File: src/rtl/mem_pkg.sv
// mem_pkg: shared definitions for the memory access unit.
//   - size encodings for the DataPath request
//   - FSM state encoding (IDLE / XFER / DONE)
//   - helpers: byte count per size and the misalignment rule
package mem_pkg;

  localparam logic [1:0] SZ_BYTE = 2'b00;
  localparam logic [1:0] SZ_HALF = 2'b01;
  localparam logic [1:0] SZ_WORD = 2'b10;
  localparam logic [1:0] SZ_RSVD = 2'b11;

  typedef enum logic [1:0] {
    ST_IDLE = 2'd0,
    ST_XFER = 2'd1,
    ST_DONE = 2'd2
  } state_t;

  // Number of single-byte RAM cycles a request needs. The reserved size
  // never reaches XFER, so its count of 0 is never used for a transfer.
  function automatic logic [2:0] byte_count(input logic [1:0] size);
    case (size)
      SZ_BYTE: byte_count = 3'd1;
      SZ_HALF: byte_count = 3'd2;
      SZ_WORD: byte_count = 3'd4;
      default: byte_count = 3'd0;
    endcase
  endfunction

  // A request is rejected when its address is not a multiple of its size,
  // or when it uses the reserved size encoding.
  function automatic logic bad_request(input logic [1:0] size,
                                       input logic [1:0] addr_lsb);
    case (size)
      SZ_BYTE: bad_request = 1'b0;
      SZ_HALF: bad_request = addr_lsb[0];
      SZ_WORD: bad_request = (addr_lsb != 2'b00);
      default: bad_request = 1'b1;
    endcase
  endfunction

endpackage

File: src/rtl/byte_lane_pack.sv
// byte_lane_pack: combinational byte steering for the memory access unit.
//   Load side : packs the captured big-endian bytes into a right-justified
//               32-bit value and sign/zero-extends byte and halfword loads.
//   Store side: picks store byte k out of the right-justified store data,
//               byte 0 being the most significant byte of the N-byte field.
// Ports:
//   cap        captured load bytes, byte k at cap[31-8k -: 8]
//   size       access size (SZ_BYTE / SZ_HALF / SZ_WORD)
//   sign_ext   1 = sign-extend byte/halfword loads
//   load_data  packed and extended load result
//   store_data right-justified store data
//   store_idx  store byte index k (0..N-1)
//   store_byte selected store byte
module byte_lane_pack
  import mem_pkg::*;
(
  input  logic [31:0] cap,
  input  logic [1:0]  size,
  input  logic        sign_ext,
  output logic [31:0] load_data,
  input  logic [31:0] store_data,
  input  logic [1:0]  store_idx,
  output logic [7:0]  store_byte
);

  logic [31:0] store_left;

  always_comb begin
    load_data = cap;
    case (size)
      SZ_BYTE: load_data = {{24{sign_ext & cap[31]}}, cap[31:24]};
      SZ_HALF: load_data = {{16{sign_ext & cap[31]}}, cap[31:16]};
      default: load_data = cap;
    endcase
  end

  // Left-justify the N-byte store field so byte k is always at 31-8k.
  always_comb begin
    store_left = store_data;
    case (size)
      SZ_BYTE: store_left = {store_data[7:0], 24'h0};
      SZ_HALF: store_left = {store_data[15:0], 16'h0};
      default: store_left = store_data;
    endcase
  end

  always_comb begin
    store_byte = store_left[31:24];
    case (store_idx)
      2'd0:    store_byte = store_left[31:24];
      2'd1:    store_byte = store_left[23:16];
      2'd2:    store_byte = store_left[15:8];
      default: store_byte = store_left[7:0];
    endcase
  end

endmodule

File: src/rtl/mem_access_unit.sv
// mem_access_unit: bridges the DataPath memory port (MAR/DataIn/RW/MOV ->
// DataOut/MOC) to a byte-wide synchronous RAM, splitting byte, halfword and
// word requests into single-byte RAM cycles in big-endian order.
// Ports:
//   clk, reset          rising-edge clock, synchronous active-high reset
//   MOV, RW, size,      request: valid level, 1=read/0=write, size code,
//   sign_ext, MAR,      load extension, byte address, right-justified
//   DataIn              store data
//   DataOut, MOC, err   registered load result, completion, error flag
//   ram_addr, ram_wdata RAM byte address and write byte
//   ram_we, ram_re      RAM write / read enable (never both high)
//   ram_rdata           RAM read byte, valid the cycle after ram_re
//   dbg_state           current FSM state (state_t encoding)
//
// Handshake: MOV is a level request held (with MAR/DataIn stable) until MOC
// is seen. The request is accepted on the edge where MOV=1 in IDLE; MOC then
// stays high while MOV is high, and MOV=0 at an edge returns to IDLE. If MOV
// falls during XFER the transfer still completes and MOC pulses one cycle.
module mem_access_unit
  import mem_pkg::*;
#(
  parameter int ADDR_W = 9,
  parameter int DATA_W = 32
) (
  input  logic              clk,
  input  logic              reset,
  input  logic              MOV,
  input  logic              RW,
  input  logic [1:0]        size,
  input  logic              sign_ext,
  input  logic [DATA_W-1:0] MAR,
  input  logic [DATA_W-1:0] DataIn,
  output logic [DATA_W-1:0] DataOut,
  output logic              MOC,
  output logic              err,
  output logic [ADDR_W-1:0] ram_addr,
  output logic [7:0]        ram_wdata,
  output logic              ram_we,
  output logic              ram_re,
  input  logic [7:0]        ram_rdata,
  output logic [1:0]        dbg_state
);

  state_t            state_q;
  logic [2:0]        cnt_q;
  logic              rw_q;
  logic [1:0]        size_q;
  logic              sx_q;
  logic [ADDR_W-1:0] base_q;
  logic [31:0]       wdata_q;
  logic [31:0]       cap_q;

  logic [2:0]        n_q;
  logic [2:0]        cnt_inc;
  logic [ADDR_W-1:0] addr_next;
  logic [31:0]       cap_next;
  logic [1:0]        pack_size;
  logic [31:0]       pack_store;
  logic [1:0]        pack_idx;
  logic [31:0]       load_data;
  logic [7:0]        store_byte;

  // Address bits above the RAM width are ignored (address wraps).
  logic unused_mar_hi;
  assign unused_mar_hi = ^MAR[DATA_W-1:ADDR_W];

  assign n_q       = byte_count(size_q);
  assign cnt_inc   = cnt_q + 3'd1;
  assign addr_next = base_q + ADDR_W'(cnt_inc);
  assign dbg_state = state_q;

  // The byte arriving now (for cnt=k>=1 it is byte k-1) is merged in before
  // packing, so DataOut can be loaded on the same edge that captures the
  // last byte.
  always_comb begin
    cap_next = cap_q;
    case (cnt_q)
      3'd1:    cap_next[31:24] = ram_rdata;
      3'd2:    cap_next[23:16] = ram_rdata;
      3'd3:    cap_next[15:8]  = ram_rdata;
      3'd4:    cap_next[7:0]   = ram_rdata;
      default: cap_next = cap_q;
    endcase
  end

  // In IDLE the steering works on the incoming request (store byte 0 is
  // launched on the accepting edge); afterwards it works on the latched one
  // and looks one byte ahead because RAM outputs are registered.
  always_comb begin
    if (state_q == ST_IDLE) begin
      pack_size  = size;
      pack_store = DataIn;
      pack_idx   = 2'd0;
    end else begin
      pack_size  = size_q;
      pack_store = wdata_q;
      pack_idx   = cnt_inc[1:0];
    end
  end

  byte_lane_pack u_pack (
    .cap        (cap_next),
    .size       (pack_size),
    .sign_ext   (sx_q),
    .load_data  (load_data),
    .store_data (pack_store),
    .store_idx  (pack_idx),
    .store_byte (store_byte)
  );

  always_ff @(posedge clk) begin
    if (reset) begin
      state_q   <= ST_IDLE;
      cnt_q     <= 3'd0;
      rw_q      <= 1'b0;
      size_q    <= SZ_BYTE;
      sx_q      <= 1'b0;
      base_q    <= '0;
      wdata_q   <= 32'h0;
      cap_q     <= 32'h0;
      DataOut   <= '0;
      MOC       <= 1'b0;
      err       <= 1'b0;
      ram_addr  <= '0;
      ram_wdata <= 8'h0;
      ram_we    <= 1'b0;
      ram_re    <= 1'b0;
    end else begin
      case (state_q)
        ST_IDLE: begin
          if (MOV) begin
            rw_q    <= RW;
            size_q  <= size;
            sx_q    <= sign_ext;
            base_q  <= MAR[ADDR_W-1:0];
            wdata_q <= DataIn;
            cap_q   <= 32'h0;
            cnt_q   <= 3'd0;
            if (bad_request(size, MAR[1:0])) begin
              state_q <= ST_DONE;
              MOC     <= 1'b1;
              err     <= 1'b1;
            end else begin
              state_q  <= ST_XFER;
              err      <= 1'b0;
              ram_addr <= MAR[ADDR_W-1:0];
              if (RW) begin
                ram_re <= 1'b1;
              end else begin
                ram_we    <= 1'b1;
                ram_wdata <= store_byte;
              end
            end
          end
        end

        ST_XFER: begin
          cnt_q <= cnt_inc;
          if (rw_q) begin
            // Read: N issue cycles plus one trailing capture cycle.
            cap_q <= cap_next;
            if (cnt_inc < n_q) begin
              ram_re   <= 1'b1;
              ram_addr <= addr_next;
            end else begin
              ram_re <= 1'b0;
            end
            if (cnt_q == n_q) begin
              state_q <= ST_DONE;
              MOC     <= 1'b1;
              DataOut <= load_data;
            end
          end else begin
            if (cnt_inc < n_q) begin
              ram_we    <= 1'b1;
              ram_addr  <= addr_next;
              ram_wdata <= store_byte;
            end else begin
              ram_we  <= 1'b0;
              state_q <= ST_DONE;
              MOC     <= 1'b1;
            end
          end
        end

        ST_DONE: begin
          ram_we <= 1'b0;
          ram_re <= 1'b0;
          if (!MOV) begin
            state_q <= ST_IDLE;
            MOC     <= 1'b0;
            err     <= 1'b0;
          end
        end

        default: begin
          state_q <= ST_IDLE;
          MOC     <= 1'b0;
          err     <= 1'b0;
          ram_we  <= 1'b0;
          ram_re  <= 1'b0;
        end
      endcase
    end
  end

endmodule

File: config.mk
export PLATFORM = sky130hd
export DESIGN_NAME = mem_access_unit
export DESIGN_NICKNAME = d
export VERILOG_FILES = /design/src/rtl/mem_pkg.sv /design/src/rtl/byte_lane_pack.sv /design/src/rtl/mem_access_unit.sv
export SDC_FILE = /design/constraint.sdc
export NUM_CORES = 1
export LEC_CHECK = 0
export BUFFER_PORTS_ARGS = -buffer_cell sky130_fd_sc_hd__buf_2
export CORE_MARGIN = 8
export CORE_UTILIZATION = 50
export CTS_BUF_LIST = sky130_fd_sc_hd__clkbuf_16
export CTS_CLUSTER_DIAMETER = 50
export CTS_CLUSTER_SIZE = 8
export DETAILED_ROUTE_END_ITERATION = 7
export GPL_TIMING_DRIVEN = 0
export PLACE_DENSITY = 0.7
export SLEW_MARGIN = 25
export SYNTH_ARGS = -nofsm -noshare
export SYNTH_HDL_FRONTEND = slang
export SYNTH_SLANG_ARGS = --single-unit
File: constraint.sdc
create_clock -name clk -period 4 [get_ports clk]
set_input_delay 0.8 -clock clk [delete_from_list [all_inputs] [get_ports clk]]
set_output_delay 0.8 -clock clk [all_outputs]
set_load 0.02 [all_outputs]
======== Word level (Yosys, flattened, before mapping) ========
Cells that the tools add are included.
cells by class
  add/subtract/negate cells ............... 2
  multiply operators ...................... 0
  divide/modulo/power cells ............... 0
  order comparisons ....................... 1
  eq/ne operators ......................... 25
  shift operators ......................... 0
  multiplexer cells ....................... 58
  bitwise gates (word level) .............. 2
  reduce and logical (&&, ||, !) cells .... 18
operators with widths
  cell                                                              number
  32-bit one-hot mux with 2 select lines                            3
  32-bit 2-to-1 mux                                                 3
  8-bit 2-to-1 mux                                                  9
  9-bit 2-to-1 mux                                                  3
  8-bit one-hot mux with 3 select lines                             1
  1-bit 2-to-1 mux                                                  20
  9-bit one-hot mux with 2 select lines                             1
  2-bit 2-to-1 mux                                                  8
  2-bit != test (second input constant)                             8
  8-bit one-hot mux with 2 select lines                             1
  4-bit AND reduction                                               4
  2-bit by 1-bit == test with 1-bit output (second input constant)  5
  2-bit zero test                                                   5
  9-bit by 3-bit adder with 9-bit output                            1
  1-bit one-hot mux with 3 select lines                             3
  3-bit one-hot mux with 3 select lines                             1
  3-bit AND reduction                                               3
  2-bit == test (second input constant)                             4
  3-bit by 2-bit == test with 1-bit output (second input constant)  2
  3-bit != test (second input constant)                             2
  2-bit one-hot mux with 3 select lines                             1
  3-bit one-hot mux with 2 select lines                             1
  6-bit AND reduction                                               1
  5-bit AND reduction                                               1
  12 further kinds                                                  15
storage, ports and cells
  bits in registers ....................... 135
  latch bits .............................. 0
  RAM bits ................................ 0
  memory bits (read-only) ................. 0
  input port bits ......................... 79
  output and inout bits ................... 55
  word-level logic and storage cells ...... 121
  memories ................................ 0

======== Depth between registers and ports, before layout ========
  word-level depth ........................ 9
  depth in mapped cells ................... 11
  depth with buffers taken out ............ 9

======== Modules after synthesis ========
A second synthesis with hierarchy kept.
second synthesis, totals
  cells, all modules ...................... 813
  area total of the unflattened synthesis .. 7091.8 um2
modules (own cells, without submodules)
  module           times used  cells each  area an instance (um2)  sequential area each (um2)
  mem_access_unit  1           685         6322.3                  2702.6
  byte_lane_pack   1           128         769.5                   0.0

======== Least setup slack after synthesis ========
Ideal clock, no wire load.
  path type ............................... reg2reg
  from .................................... register cnt_q[0]
  to ...................................... register ram_addr[8]
  setup time .............................. 70 ps
  arrival ................................. 2579 ps
  data required time ...................... 3930 ps
  slack ................................... 1350 ps
  cell stages (with the launch flop) ...... 10
  buffers on the path ..................... 1
  period minus slack after synthesis ...... 2650 ps
  cell sequence ........................... dfxtp_1 -> clkbuf_1 -> inv_1 -> ha_1 -> fa_1 -> a21oi_1 -> nor4bb_1 -> xnor2_1 -> a2111o_1 -> a21oi_1
on the way
  longest elaborated chain between the ends .. 4
  elaborated cells between the ends (all ways) .. 7
  classes of those cells .................. add/sub (2); order compare (1); eq/ne (1); mux (2); reduce/logical (1)
ends and longest elaborated chain
  item                                                                          line                                                                   text
  start: declaration                                                            mem_access_unit.sv:45                                                  logic [2:0] cnt_q;
  start signal: assignment                                                      mem_access_unit.sv:158                                                 cnt_q <= cnt_inc;
  3-bit by 1-bit adder with 3-bit output (*)                                    mem_access_unit.sv:68                                                  assign cnt_inc = cnt_q + 3'd1;
  9-bit by 3-bit adder with 9-bit output or 3-bit < comparator (tied branches)  mem_access_unit.sv:69, mem_access_unit.sv:162, mem_access_unit.sv:174
  9-bit 2-to-1 mux or 2-bit != test (tied branches)                             -
  9-bit one-hot mux with 2 select lines or 4-bit AND reduction (tied branches)  -
  end signal: assignment                                                        mem_access_unit.sv:146                                                 ram_addr <= MAR[ADDR_W-1:0];
  end signal: assignment                                                        mem_access_unit.sv:164                                                 ram_addr <= addr_next;
  end signal: assignment                                                        mem_access_unit.sv:176                                                 ram_addr <= addr_next;
  end: declaration                                                              mem_access_unit.sv:36                                                  output logic [ADDR_W-1:0] ram_addr,
Every way passes the cells marked *; elsewhere a longest branch is shown, timed or not. The select of a mux whose other input is x is not followed.
A chain may end at the register's enable or synchronous reset.

======== Worst setup path after layout ========
  from .................................... register cnt_q[0]
  to ...................................... register ram_addr[3]
The elaborated chain is that of the path after synthesis.

==> run metrics <==
Final setup viols 0; worst-skew pair later-pin latency ~0.43 ns; initial antenna violation count 0; clock buffer depth 2; met3 usage roughly 6.7%; root buffer cell clkbuf_16; max-slew violations 0; RSZ-0062 raised after global routing false; per-cell routed wire length 18.52 um; worst r2r src cnt_q[0]; Setup Skew between 0.007 and 0.008 ns; # diodes 0; Die Wd 132.6 um; TritonRoute pass-1 iters 7; share of cells above drive strength 1 around a fifth; drt initial violations between 400 and 500; gpl congestion around 0.93; maximum VDD drop just over 0.3 mV; fin crit share roughly four fifths; Core Rows between 40 and 50; DRC Markers 0; I/O pins around 130; postcts setup bufs 0; die area roughly 18,000 um2; Synthesized Nets 921; CP endpoint kind flip-flop; met2 usage between 30% and 40%; PostCTS Resize Cnt 0; total CTS buffers 17; Async S/R FF share, synth 0%; largest net degree at the start of global routing 17; worst reg-to-reg path cell count 10; post-synthesis cell type count 65; Port Buffer Count 109; WP data arrival approximately 3.5 ns; fill count approximately 1,200; HP Class flip-flop to flip-flop; Vias/cell ~5.8; die height 132.6 um; hpwl dp 15.87 mm; post-route ant nets 0; busiest layer in global routing met2; Crit. Startpoint cnt_q[0]; Leakage 0.003327 uW; post-route cell area about 8100 um2; Synth area leaders dfxtp_1, a21oi_1, nand2_1; gr usage total 23.90%; number of synthesized register bits 135; Nets ~1,000; Synth Instances approximately 830; status finished, final reports clean; Req. time, crit path 4.31 ns; routed vias 6,676; GR Overflow Total 0; Worst-path clk slew roughly 0.060 ns; worst hold start wdata_q[19]; top_reg_cell synth dfxtp_1; hold_ws 0.4610 ns; Max Fclk approximately 310 MHz; mapped cell area 6803 um2; Synth area leader dfxtp_1; cts hold-fix bufs 0; initial core utilization between 50% and 60%; part of the Yosys area used for sequential elements between 30 and 40%; DP Area between 7000 and 8000 um2; final worst path period need 3.189 ns; Routed WL 21.26 mm; first-pass GRT wire length 33.84 mm; GR Util met1 28.68%; pin slew with the least headroom to its limit between 0.7 and 0.8 ns; Min-Delay Path Depth 2; setup TNS 0 ns; Ys Warns 0; WS Path Type flip-flop to flip-flop; CP startpoint kind flip-flop; H-tree Lvls 4; Synth top area share 39.73%; # clock sinks 135; Core Region about 13,000 um2; synthesized area per cell 8.186 um2; total of max-cap violations 0; CP Max Fanout 10; CTS tree built; vias in the first global route between 6,000 and 7,000; Final Hold Vio Count 0; Post-synth EDFFs 0; area grow syn2layout 18.87%; Slew Limit Headroom 51.77%; P per Cell Area between 400 and 500 nW/um2
[critical path, stage by stage, from the launching register on]
cell	delay, ns
dfxtp_1	0.42
clkbuf_1	0.39
inv_1	0.30
ha_1	0.48
buf_2	0.36
nand3b_1	0.19
o311a_1	0.24
a21oi_4	0.28
buf_4	0.21
o21bai_1	0.07
o311a_1	0.13
[cell families after synthesis]
kind of cell	share of synthesized area, %
AO/OA/AOI/OAI	25.86
XOR/XNOR	0.9012
adder cells (fa/ha/maj)	2.134
buffers and inverters	5.407
flip-flops	39.73
multiplexers	7.541
AND/OR/NAND/NOR	18.43
[synth_stat cells (2+ instances only)]
| cell type | number |
|---|---|
| a21oi_2 | 2 |
| a22oi_1 | 13 |
| a21oi_1 | 99 |
| nor4bb_1 | 2 |
| inv_1 | 7 |
| o211a_1 | 16 |
| mux2_2 | 6 |
| xnor2_1 | 3 |
| a22o_1 | 2 |
| nand2b_1 | 5 |
| mux2i_1 | 43 |
| nor3b_1 | 2 |
| clkbuf_1 | 35 |
| o22a_1 | 7 |
| nor3_1 | 18 |
| ha_1 | 10 |
| nand3b_1 | 2 |
| a311oi_1 | 9 |
| nand3_1 | 23 |
| a21o_1 | 2 |
| buf_2 | 18 |
| and3_1 | 2 |
| o311a_1 | 2 |
| a211oi_1 | 17 |
| a2111o_1 | 3 |
| nor2_1 | 85 |
| o21a_1 | 4 |
| a211o_1 | 2 |
| nand2_1 | 127 |
| o211ai_1 | 11 |
| a221oi_1 | 5 |
| or3_1 | 2 |
| xor2_1 | 4 |
| nor2b_1 | 7 |
| dfxtp_1 | 135 |
| buf_6 | 5 |
| o21ai_0 | 50 |
| buf_1 | 7 |
| nor4_1 | 2 |
| buf_4 | 4 |
| o22ai_1 | 8 |
| o21ai_1 | 2 |
[routing by layer]
layer | up-vias | part of all wire, %
li1 | 3226 | -
met1 | 3130 | 42
met2 | 273 | 47
met3 | 47 | 7.6
met4 | 0 | 2.7
met5 | - | 0
[through the flow]
| stage | total power [uW] | cells | worst slack, ns | util [%] |
|---|---|---|---|---|
| after floorplan | 1792 | 831 | 1.350 | - |
| after global placement | 1965 | 1116 | 0.9120 | 57.15 |
| after detailed placement | 1970 | 1116 | 0.8777 | 57.15 |
| after CTS | 3336 | 1148 | 0.8523 | 61.06 |
| after global routing | 3455 | 1148 | 0.5463 | 61.06 |
| final | 3328 | 1148 | 0.8110 | 61.06 |
[sequential cells by signal, summed over array words and instances, names as in the netlist]
register	count
cnt_q	3
dbg_state	2
cap_q	32
MOC	1
ram_we	1
ram_addr	9
base_q	9
DataOut	32
ram_wdata	8
size_q	2
sx_q	1
rw_q	1
err	1
ram_re	1
wdata_q	32
[area by class of cell]
cell class                      instances  area [um2]  area share [%]
Buffer                                 69       334.1           4.131
Clock buffer                           17       425.4           5.261
Clock inverter                         15       92.59           1.145
Inverter                                9       33.78          0.4178
Multi-Input combinational cell        618        3732           46.16
Sequential cell                       135        2703           33.42
Tap cell                              176       220.2           2.723
Timing Repair Buffer                  109       545.5           6.746
[where the power goes]
group | switching [uW] | total [uW] | internal, uW
registers | 38.0 | 1430 | 1400
clock network | 600 | 1380 | 778
logic | 345 | 515 | 171
total | 983 | 3330 | 2350
[layout by cell type, fill, tap and decap left out, types with 6 or more instances in the layout]
cell type and count:
nand3_1 23, a21oi_1 99, o211a_1 16, a311oi_1 9, clkbuf_16 17, nor3_1 18
o21ai_0 50, a22oi_1 13, ha_1 10, nand2_1 127, buf_2 127, mux2_2 6
o22ai_1 8, nor2_1 85, nor2b_1 7, dfxtp_1 135, inv_1 9, mux2i_1 43
clkbuf_1 35, o211ai_1 11, a211oi_1 17, buf_1 7, o22a_1 7
[final timing paths]
| kind | end | slack [ns] |
|---|---|---|
| worst min register to register | wdata_q[19] | 0.46 |
| worst max-delay path | ram_addr[3] | 0.81 |
| worst max register to register | ram_addr[3] | 0.81 |
| worst min-delay path | wdata_q[19] | 0.46 |
Power figures use the tool's default switching activity.
